### src/rtl/hyperbus_tf_arbiter.sv
// Grants one requester at a time the shared HyperBus trans/TX/RX/B path and locks it for a whole transaction.
// Define HYPERBUS_ARB_RR_EN for round-robin arbitration; otherwise the lowest requester index wins.
package hyperbus_pkg;
  typedef struct packed {
    logic        write;
    logic        addr_space;
    logic        burst_type;
    logic [31:0] address;
    logic [15:0] burst;
  } hyper_tf_t;

  typedef struct packed {
    logic [15:0] data;
    logic        last;
    logic [1:0]  strb;
  } hyper_tx_t;

  typedef struct packed {
    logic [15:0] data;
    logic        last;
    logic        error;
  } hyper_rx_t;
endpackage

module hyperbus_tf_arbiter #(
  parameter int unsigned NumReq   = 2,
  parameter int unsigned NumChips = 2,
  parameter type hyper_tx_t = hyperbus_pkg::hyper_tx_t,
  parameter type hyper_rx_t = hyperbus_pkg::hyper_rx_t
) (
  input  logic                          clk_i,
  input  logic                          rst_i,
  input  hyperbus_pkg::hyper_tf_t       req_trans_i       [NumReq],
  input  logic [NumChips-1:0]           req_cs_i          [NumReq],
  input  logic [NumReq-1:0]             req_trans_valid_i,
  output logic [NumReq-1:0]             req_trans_ready_o,
  input  hyper_tx_t                     req_tx_i          [NumReq],
  input  logic [NumReq-1:0]             req_tx_valid_i,
  output logic [NumReq-1:0]             req_tx_ready_o,
  output hyper_rx_t                     req_rx_o          [NumReq],
  output logic [NumReq-1:0]             req_rx_valid_o,
  input  logic [NumReq-1:0]             req_rx_ready_i,
  output logic [NumReq-1:0]             req_b_error_o,
  output logic [NumReq-1:0]             req_b_valid_o,
  input  logic [NumReq-1:0]             req_b_ready_i,
  output hyperbus_pkg::hyper_tf_t       trans_o,
  output logic [NumChips-1:0]           trans_cs_o,
  output logic                          trans_valid_o,
  input  logic                          trans_ready_i,
  output hyper_tx_t                     tx_o,
  output logic                          tx_valid_o,
  input  logic                          tx_ready_i,
  input  hyper_rx_t                     rx_i,
  input  logic                          rx_valid_i,
  output logic                          rx_ready_o,
  input  logic                          b_error_i,
  input  logic                          b_valid_i,
  output logic                          b_ready_o,
  output logic [$clog2(NumReq)-1:0]     grant_o,
  output logic                          busy_o
);

  localparam int unsigned GntW = $clog2(NumReq);

  typedef enum logic [2:0] {
    IDLE,
    ISSUE,
    WDATA,
    WRESP,
    RDATA
  } state_t;

  state_t                  state_q, state_d;
  logic [GntW-1:0]         grant_q;
  logic [GntW-1:0]         winner;
  logic [GntW-1:0]         search_base;
  logic                    accept;
  hyperbus_pkg::hyper_tf_t trans_p0;
  logic [NumChips-1:0]     cs_p0;

  // Accepting is suppressed during reset so no requester sees a handshake that is then discarded.
  assign accept = (state_q == IDLE) && (|req_trans_valid_i) && !rst_i;

`ifdef HYPERBUS_ARB_RR_EN
  logic [GntW-1:0] rr_ptr;

  always_ff @(posedge clk_i) begin
    if (rst_i) begin
      rr_ptr <= '0;
    end else if (accept) begin
      rr_ptr <= (32'(winner) == NumReq - 1) ? '0 : winner + 1'b1;
    end
  end

  assign search_base = rr_ptr;
`else
  assign search_base = '0;
`endif

  // First valid requester at or after search_base, wrapping modulo NumReq.
  always_comb begin
    int unsigned idx;
    logic        found;
    winner = '0;
    found  = 1'b0;
    for (int unsigned k = 0; k < NumReq; k++) begin
      idx = (32'(search_base) + k) % NumReq;
      if (!found && req_trans_valid_i[idx]) begin
        winner = GntW'(idx);
        found  = 1'b1;
      end
    end
  end

  always_ff @(posedge clk_i) begin
    if (rst_i) begin
      state_q  <= IDLE;
      grant_q  <= '0;
      trans_p0 <= '0;
      cs_p0    <= '0;
    end else begin
      state_q <= state_d;
      if (accept) begin
        grant_q  <= winner;
        trans_p0 <= req_trans_i[winner];
        cs_p0    <= req_cs_i[winner];
      end
    end
  end

  always_comb begin
    state_d           = state_q;
    req_trans_ready_o = '0;
    req_tx_ready_o    = '0;
    req_rx_valid_o    = '0;
    req_b_valid_o     = '0;
    trans_valid_o     = 1'b0;
    tx_o              = '0;
    tx_valid_o        = 1'b0;
    rx_ready_o        = 1'b0;
    b_ready_o         = 1'b0;
    for (int unsigned k = 0; k < NumReq; k++) begin
      req_rx_o[k]      = rx_i;
      req_b_error_o[k] = b_error_i;
    end

    unique case (state_q)
      IDLE: begin
        if (accept) begin
          req_trans_ready_o[winner] = 1'b1;
          state_d                   = ISSUE;
        end
      end
      ISSUE: begin
        trans_valid_o = 1'b1;
        if (trans_ready_i) begin
          state_d = trans_p0.write ? WDATA : RDATA;
        end
      end
      WDATA: begin
        tx_o                    = req_tx_i[grant_q];
        tx_valid_o              = req_tx_valid_i[grant_q];
        req_tx_ready_o[grant_q] = tx_ready_i;
        if (tx_valid_o && tx_ready_i && tx_o.last) begin
          state_d = WRESP;
        end
      end
      WRESP: begin
        req_b_valid_o[grant_q] = b_valid_i;
        b_ready_o              = req_b_ready_i[grant_q];
        if (b_valid_i && b_ready_o) begin
          state_d = IDLE;
        end
      end
      RDATA: begin
        req_rx_valid_o[grant_q] = rx_valid_i;
        rx_ready_o              = req_rx_ready_i[grant_q];
        if (rx_valid_i && rx_ready_o && rx_i.last) begin
          state_d = IDLE;
        end
      end
      default: state_d = IDLE;
    endcase
  end

  assign trans_o    = trans_p0;
  assign trans_cs_o = cs_p0;
  assign grant_o    = grant_q;
  assign busy_o     = (state_q != IDLE);

endmodule

### config.mk
export PLATFORM = sky130hd
export DESIGN_NAME = hyperbus_tf_arbiter
export DESIGN_NICKNAME = d
export VERILOG_FILES = /design/src/rtl/hyperbus_tf_arbiter.sv
export SDC_FILE = /design/constraint.sdc
export NUM_CORES = 1
export LEC_CHECK = 0
export CAP_MARGIN = 10
export CORE_AREA = 2 2 117 119
export DETAILED_ROUTE_END_ITERATION = 7
export DIE_AREA = 0 0 119 121
export PLACE_DENSITY_LB_ADDON = 0.08
export SYNTH_ARGS = -nofsm -noshare
export SYNTH_HDL_FRONTEND = slang
export SYNTH_SLANG_ARGS = --single-unit
### constraint.sdc
create_clock -name clk_i -period 5.63 [get_ports clk_i]
set_input_delay 1.4075 -clock clk_i [delete_from_list [all_inputs] [get_ports clk_i]]
set_output_delay 1.4075 -clock clk_i [all_outputs]
set_load 0.01 [all_outputs]
==> impl_results.md, run 1 <==
- Outcome: finished, final reports clean
- # fillers: 1263
- Core area: 13100 um^2
- FP Rows: 42
- Post-Synth XOR/XNOR Area: 0%
- Largest family of logic cells by synthesized area: multiplexers
- Wire per inst: 15.2 um
- Synthesized instance count: 371
- CTS tree: done
- DP HPWL: 8670 um
- CTS Root Buffer Type: clkbuf_16
- Sequential fraction of the synthesis area: 32.0%
- Slowest CP cell: buf_4
- Final hold viol count: 0
- Post-route ant nets: 0
- Multiplexer share of the synthesized area: 21.3%
- Ant. Diodes: 0
- Iter 0 DRT Violations: 87
- Area of the multi-input gates: 1950 um^2
- First-pass GRT wire length: 17200 um
- Synthesized area: 3570 um^2
- Post-place setup slack: 995 ps
- Clock power share: 31.5%
- Internal: 1200 uW
- Gpl congestion: 0.792
- Slew HR: 36.1%
- Fmax: 218 MHz
- Commonest non-fill, non-tap cell in the layout: clkdlybuf4s50_1
- Critical Path Fanout Max: 58
- I/O Pins: 301
- DRC errors left: 0
- Initial antenna violation count: 0
- Post-CTS Hold Fix Bufs: 0
- Fin nets: 740
- Worst path cell trace: buf_4, or2_1, nor4_4, and2_1, clkdlybuf4s50_1
- Die area: 14400 um^2
- Post-CTS setup buffers: 0
- Congestion Overflow GR: 0
- Dpl cell area: 5810 um^2
- Fin. max-slew vios: 0
- Die Width: 119 um
- CP required: 4220 ps
- Worst EP arrival: 3180 ps
- Switching share of power: 29.8%
- Slew @ Worst Pin: 959 ps
- Yosys reg bits: 57
- Sequential share of power: 31.1%
- Crit path launch type: input pin
- Setup TNS: 0 ps
- Period utilisation layout: 81.6%
- CTS H-tree lvls: 3
- LEAKAGE: 0.00213 uW
- Setup CP Type: input pin to output pin
- Simple-gate share of the synthesized area: 12.9%
- Proportion of layout cells with a drive suffix above 1: 13.4%
- Crit path largest cell delay: 670 ps
- Cell area power density: 279 nW/um^2
- Area grow syn2layout: 71.0%
- CTS-repair resized insts: 0
- Setup Skew: 4.96 ps
- Largest net degree at the start of global routing: 71
- Syn avg cell area: 9.63 um^2
- Die height: 121 um
- Clock slew at reported path FFs: 50 ps
- Final instance area: 6100 um^2
- Logic gate share of total power: 37.4%
- Fin util: 46.7%
- Aggregate global-route resource usage: 15.3%
- DRT Pass-1 Iters: 5
- Syn Nets: 548
- Synth warn: 0
- Number of global-route vias before repair: 3324
- CP endpoint kind: output pin
- Max-cap violations: 0
- Compound-Gate Fraction of Synth Area: 20.1%
- Post-Synth Adder-Cell Area: 0%
- Register cell area after layout: 1140 um^2
- CTS max path bufs: 2
- Via-per-instance ratio: 4.45
- Worst skew pair latency: 320 ps
- Psw: 508 uW
- RSZ-0062 raised after global routing: false
- CTS Buf Count: 9
- Starting Density: 27.3%
- Count of final setup violators: 0
- Hold Crit Class: flip-flop to flip-flop
- Worst IR drop on VDD: 0.000102 V
- Fin crit period: 4590 ps
- WL final: 11300 um
- Library cells used by synthesis: 30
- Via Count: 3306
- Clock sinks: 57
- Number of port buffers: 246
- Commonest cells after routing, fill and taps aside: clkdlybuf4s50_1, nor2_1, mux2i_1, dfxtp_1, a211oi_2
- Setup ws final: 1040 ps
worst max-delay path, delay by kind of cell:
kind | cells | cell delay, ps
buffers and inverters | 2 | 1210
and+or+nand+nor | 3 | 540
final cells by class:
| type | instances | area share [%] |
|---|---|---|
| Timing Repair Buffer | 250 | 40.8 |
| Multi-Input combinational cell | 243 | 31.9 |
| Sequential cell | 57 | 18.7 |
| Clock buffer | 12 | 4.20 |
| Tap cell | 176 | 3.61 |
| Clock inverter | 3 | 0.656 |
| Inverter | 2 | 0.123 |
synth_stat cells, drive strengths merged:
cell type,count,share of area (%)
nor2,85,8.9
mux2i,75,21
buf,60,13
dfxtp,57,32
a211oi,53,19
clkbuf,9,0.95
nand2,4,0.42
o21ai,4,0.56
and3,3,0.53
inv,2,0.21
nand3,2,0.28
nand4,2,0.35
a2bb2oi,1,0.25
a311oi,1,0.25
a31o,1,0.25
a32o,1,0.28
and2,1,0.18
and4,1,0.25
mux2,1,0.32
nand4b,1,0.25
nor2b,1,0.18
nor3,1,0.14
nor3b,1,0.21
nor4,1,0.60
nor4b,1,0.25
or2,1,0.18
or3,1,0.18
sequential cells by signal (all words and copies together), names as in the netlist:
name / cells
grant_o: 1
trans_o: 51
state_q: 3
trans_cs_o: 2
layer usage:
metal	wire [um]	track usage [%]	vias to the layer above
li1	-	-	1658
met1	4450	16.5	1457
met2	5420	25.8	173
met3	1240	7.10	18
met4	219	6.32	0
met5	0	0	-
cell families (layout without fill, tap and decap cells):
| logic type | Yosys count | after routing |
|---|---|---|
| AND/OR/NAND/NOR | 106 | 106 |
| multiplexers | 76 | 76 |
| buffers and inverters | 71 | 267 |
| AO/OA/AOI/OAI | 61 | 61 |
| flip-flops | 57 | 57 |
power groups by stage:
stage                     combinational [uW]  sequential [uW]  clock (uW)
after floorplan                          347              557           0
after global placement                   637              534           0
after detailed placement                 644              538           0
after CTS                                646              531         557
after global routing                     688              540         578
final                                    637              530         536
final timing paths:
check | cells after the start | slack [ps] | startpoint | endpoint
worst min-delay path | 2 | 530 | trans_o[12]$_SDFFE_PP0P_ | trans_o[12]$_SDFFE_PP0P_
worst max register to register | 6 | 3000 | state_q[2]$_SDFFE_PP0P_ | trans_o[0]$_SDFFE_PP0P_
worst min register to register | 2 | 530 | trans_o[12]$_SDFFE_PP0P_ | trans_o[12]$_SDFFE_PP0P_
worst max-delay path | 5 | 1040 | rst_i | req_trans_ready_o[1]
stage by stage:
stage | instances | power [uW] | hold WS, ps
floorplan | 371 | 904 | 551
global placement | 728 | 1170 | 516
detailed placement | 728 | 1180 | 520
CTS | 743 | 1730 | 531
global route | 743 | 1810 | 548
finish | 743 | 1700 | 527
(Power assumes the default switching activity.)
==> run 2, diff against run 1 <==
clock period = 4.7 ns   (was 5.63 ns; I/O delays follow)
==> impl_results.md, run 2 (same netlist as run 1, synthesis figures left out) <==
- Outcome: finished, final reports clean
- First-pass GRT wire length: 16400 um (-4.9%)
- Number of port buffers: 246 (unchanged)
- Die height: 121 um (unchanged)
- Clock sinks: 57 (unchanged)
- # fillers: 1230 (-2.6%)
- Dpl cell area: 5820 um^2 (+0.26%)
- LEAKAGE: 0.00214 uW (+0.48%)
- Post-CTS setup buffers: 0 (unchanged)
- DP HPWL: 8480 um (-2.2%)
- Cells on worst reg2reg path: 6 (unchanged)
- Area grow syn2layout: 71.4%
- Commonest non-fill, non-tap cell in the layout: clkdlybuf4s50_1
- Largest net degree at the start of global routing: 84 (+18%)
- Via Count: 3328 (+0.67%)
- Largest register FFs: 51 (unchanged)
- Fin crit period: 3930 ps
- Via-per-instance ratio: 4.47 (+0.40%)
- Fin. max-slew vios: 0 (unchanged)
- CTS H-tree lvls: 3 (unchanged)
- CP endpoint kind: output pin
- Initial antenna violation count: 0 (unchanged)
- Hold Crit Class: flip-flop to flip-flop
- Slew HR: 33.1% (-3.0 points)
- Worst reg2reg startpoint: state_q[2]$_SDFFE_PP0P_
- Die area: 14400 um^2 (unchanged)
- WL final: 11000 um (-2.7%)
- Crit path largest cell delay: 620 ps (-50 ps)
- I/O Pins: 301 (unchanged)
- WHS Endpoint: trans_o[39]$_SDFFE_PP0P_
- CP delay by family, top: buffers and inverters
- Starting Density: 27.3% (unchanged)
- Aggregate global-route resource usage: 14.5% (-0.74 points)
- CP required: 3520 ps (-700 ps)
- Setup TNS: 0 ps (unchanged)
- CTS-repair resized insts: 0 (unchanged)
- RSZ-0062 raised after global routing: false
- Iter 0 DRT Violations: 70 (-20%)
- Commonest cells after routing, fill and taps aside: clkdlybuf4s50_1, nor2_1, mux2i_1, dfxtp_1, a211oi_2
- CTS max path bufs: 2 (unchanged)
- Wire per inst: 14.8 um (-3.0%)
- Period utilisation layout: 83.6%
- WHS Path Cells: 2 (unchanged)
- Congestion Overflow GR: 0 (unchanged)
- Worst EP arrival: 2750 ps (-430 ps)
- Post-CTS Hold Fix Bufs: 0 (unchanged)
- Hold wc startpoint: trans_o[39]$_SDFFE_PP0P_
- Final hold viol count: 0 (unchanged)
- Cell area power density: 333 nW/um^2 (+19%)
- Number of global-route vias before repair: 3210 (-3.4%)
- Worst IR drop on VDD: 0.000262 V (+160%)
- Critical Path Fanout Max: 3 (-95%)
- Slew @ Worst Pin: 1000 ps (+45.7 ps)
- Ant. Diodes: 0 (unchanged)
- Setup Skew: 4.90 ps (-0.0634 ps)
- CTS Root Buffer Type: clkbuf_16
- Post-route ant nets: 0 (unchanged)
- Worst skew pair latency: 320 ps (about the same)
- Slowest CP cell: clkdlybuf4s50_1
- CTS Buf Count: 9 (unchanged)
- Core area: 13100 um^2 (unchanged)
- Proportion of layout cells with a drive suffix above 1: 13.7% (+0.30 points)
- Worst path cell trace: clkdlybuf4s50_1, nor2_1, nor4_4, and2_1, clkdlybuf4s50_1
- Fmax: 255 MHz
- Crit path buf inv count: 2 (unchanged)
- Max-cap violations: 0 (unchanged)
- FP Rows: 42 (unchanged)
- DRT Pass-1 Iters: 4 (-1)
- Count of final setup violators: 0 (unchanged)
- Final instance area: 6120 um^2 (+0.25%)
- Die Width: 119 um (unchanged)
- Fin nets: 742 (+0.27%)
- Worst flop-to-flop path endpoint: grant_o$_SDFFE_PP0P_
- Reg2reg setup slack: 2090 ps (-910 ps)
- Clock slew at reported path FFs: 50 ps (about the same)
- Number of cells on the critical path: 5 (unchanged)
- Gpl congestion: 0.816 (+3.0%)
- Most used cell, CP: clkdlybuf4s50_1
- Setup CP Type: input pin to output pin
- Crit path launch type: input pin
- CTS tree: done
- DRC errors left: 0 (unchanged)
-- run 2: power breakdown --
part	switching [uW]	total (uW)	internal, uW
clock	209	642	433
sequential	55.8	630	574
combinational	337	763	426
-- run 2: worst max path at each step --
| stage | startpoint | to | slack (ps) |
|---|---|---|---|
| 6_report | req_trans_valid_i[0] | req_trans_ready_o[1] | 770 |
| 5_1_grt | req_trans_valid_i[0] | req_trans_ready_o[1] | 680 |
| 3_5_place_dp | req_trans_valid_i[0] | req_trans_ready_o[1] | 770 |
| 3_3_place_gp | req_trans_valid_i[0] | req_trans_ready_o[1] | 780 |
| 2_1_floorplan | rst_i | req_trans_ready_o[1] | 1220 |
| 4_1_cts | req_trans_valid_i[0] | req_trans_ready_o[1] | 770 |
-- run 2: tightest hold or removal path, cell delays in order, from the launching register on --
cell and delay, ps:
dfxtp_1 300, nor2_1 120, a211oi_2 50
-- run 2: per-layer routing --
layer  wire length [um]  track usage (%)  share of wire (%)
met5                  0                0                  0
met1               4360             15.8                 40
met4                111             4.17                1.0
met3               1050             5.78                9.6
met2               5490             26.1                 50
-- run 2: area by class of cell --
class                      instances  area, um^2  share of cell area, %
clock buffer                      12         256                   4.19
clock inverter                     3        40.0                  0.654
inverter                           2        7.51                  0.123
tap                              176         220                   3.60
multi-input combinational        243        1950                   31.9
timing repair buffer             252        2500                   40.9
sequential                        57        1140                   18.6
-- run 2: through the flow --
step,utilization (%),worst slack [ps],std cells,total power [uW],hold slack [ps]
after floorplan,-,1220,371,1080,551
after detailed placement,44.5,769,730,1410,524
after CTS,46.8,771,745,2070,531
final,46.8,772,745,2040,526
after global routing,46.8,681,745,2150,534
after global placement,44.5,778,730,1400,515
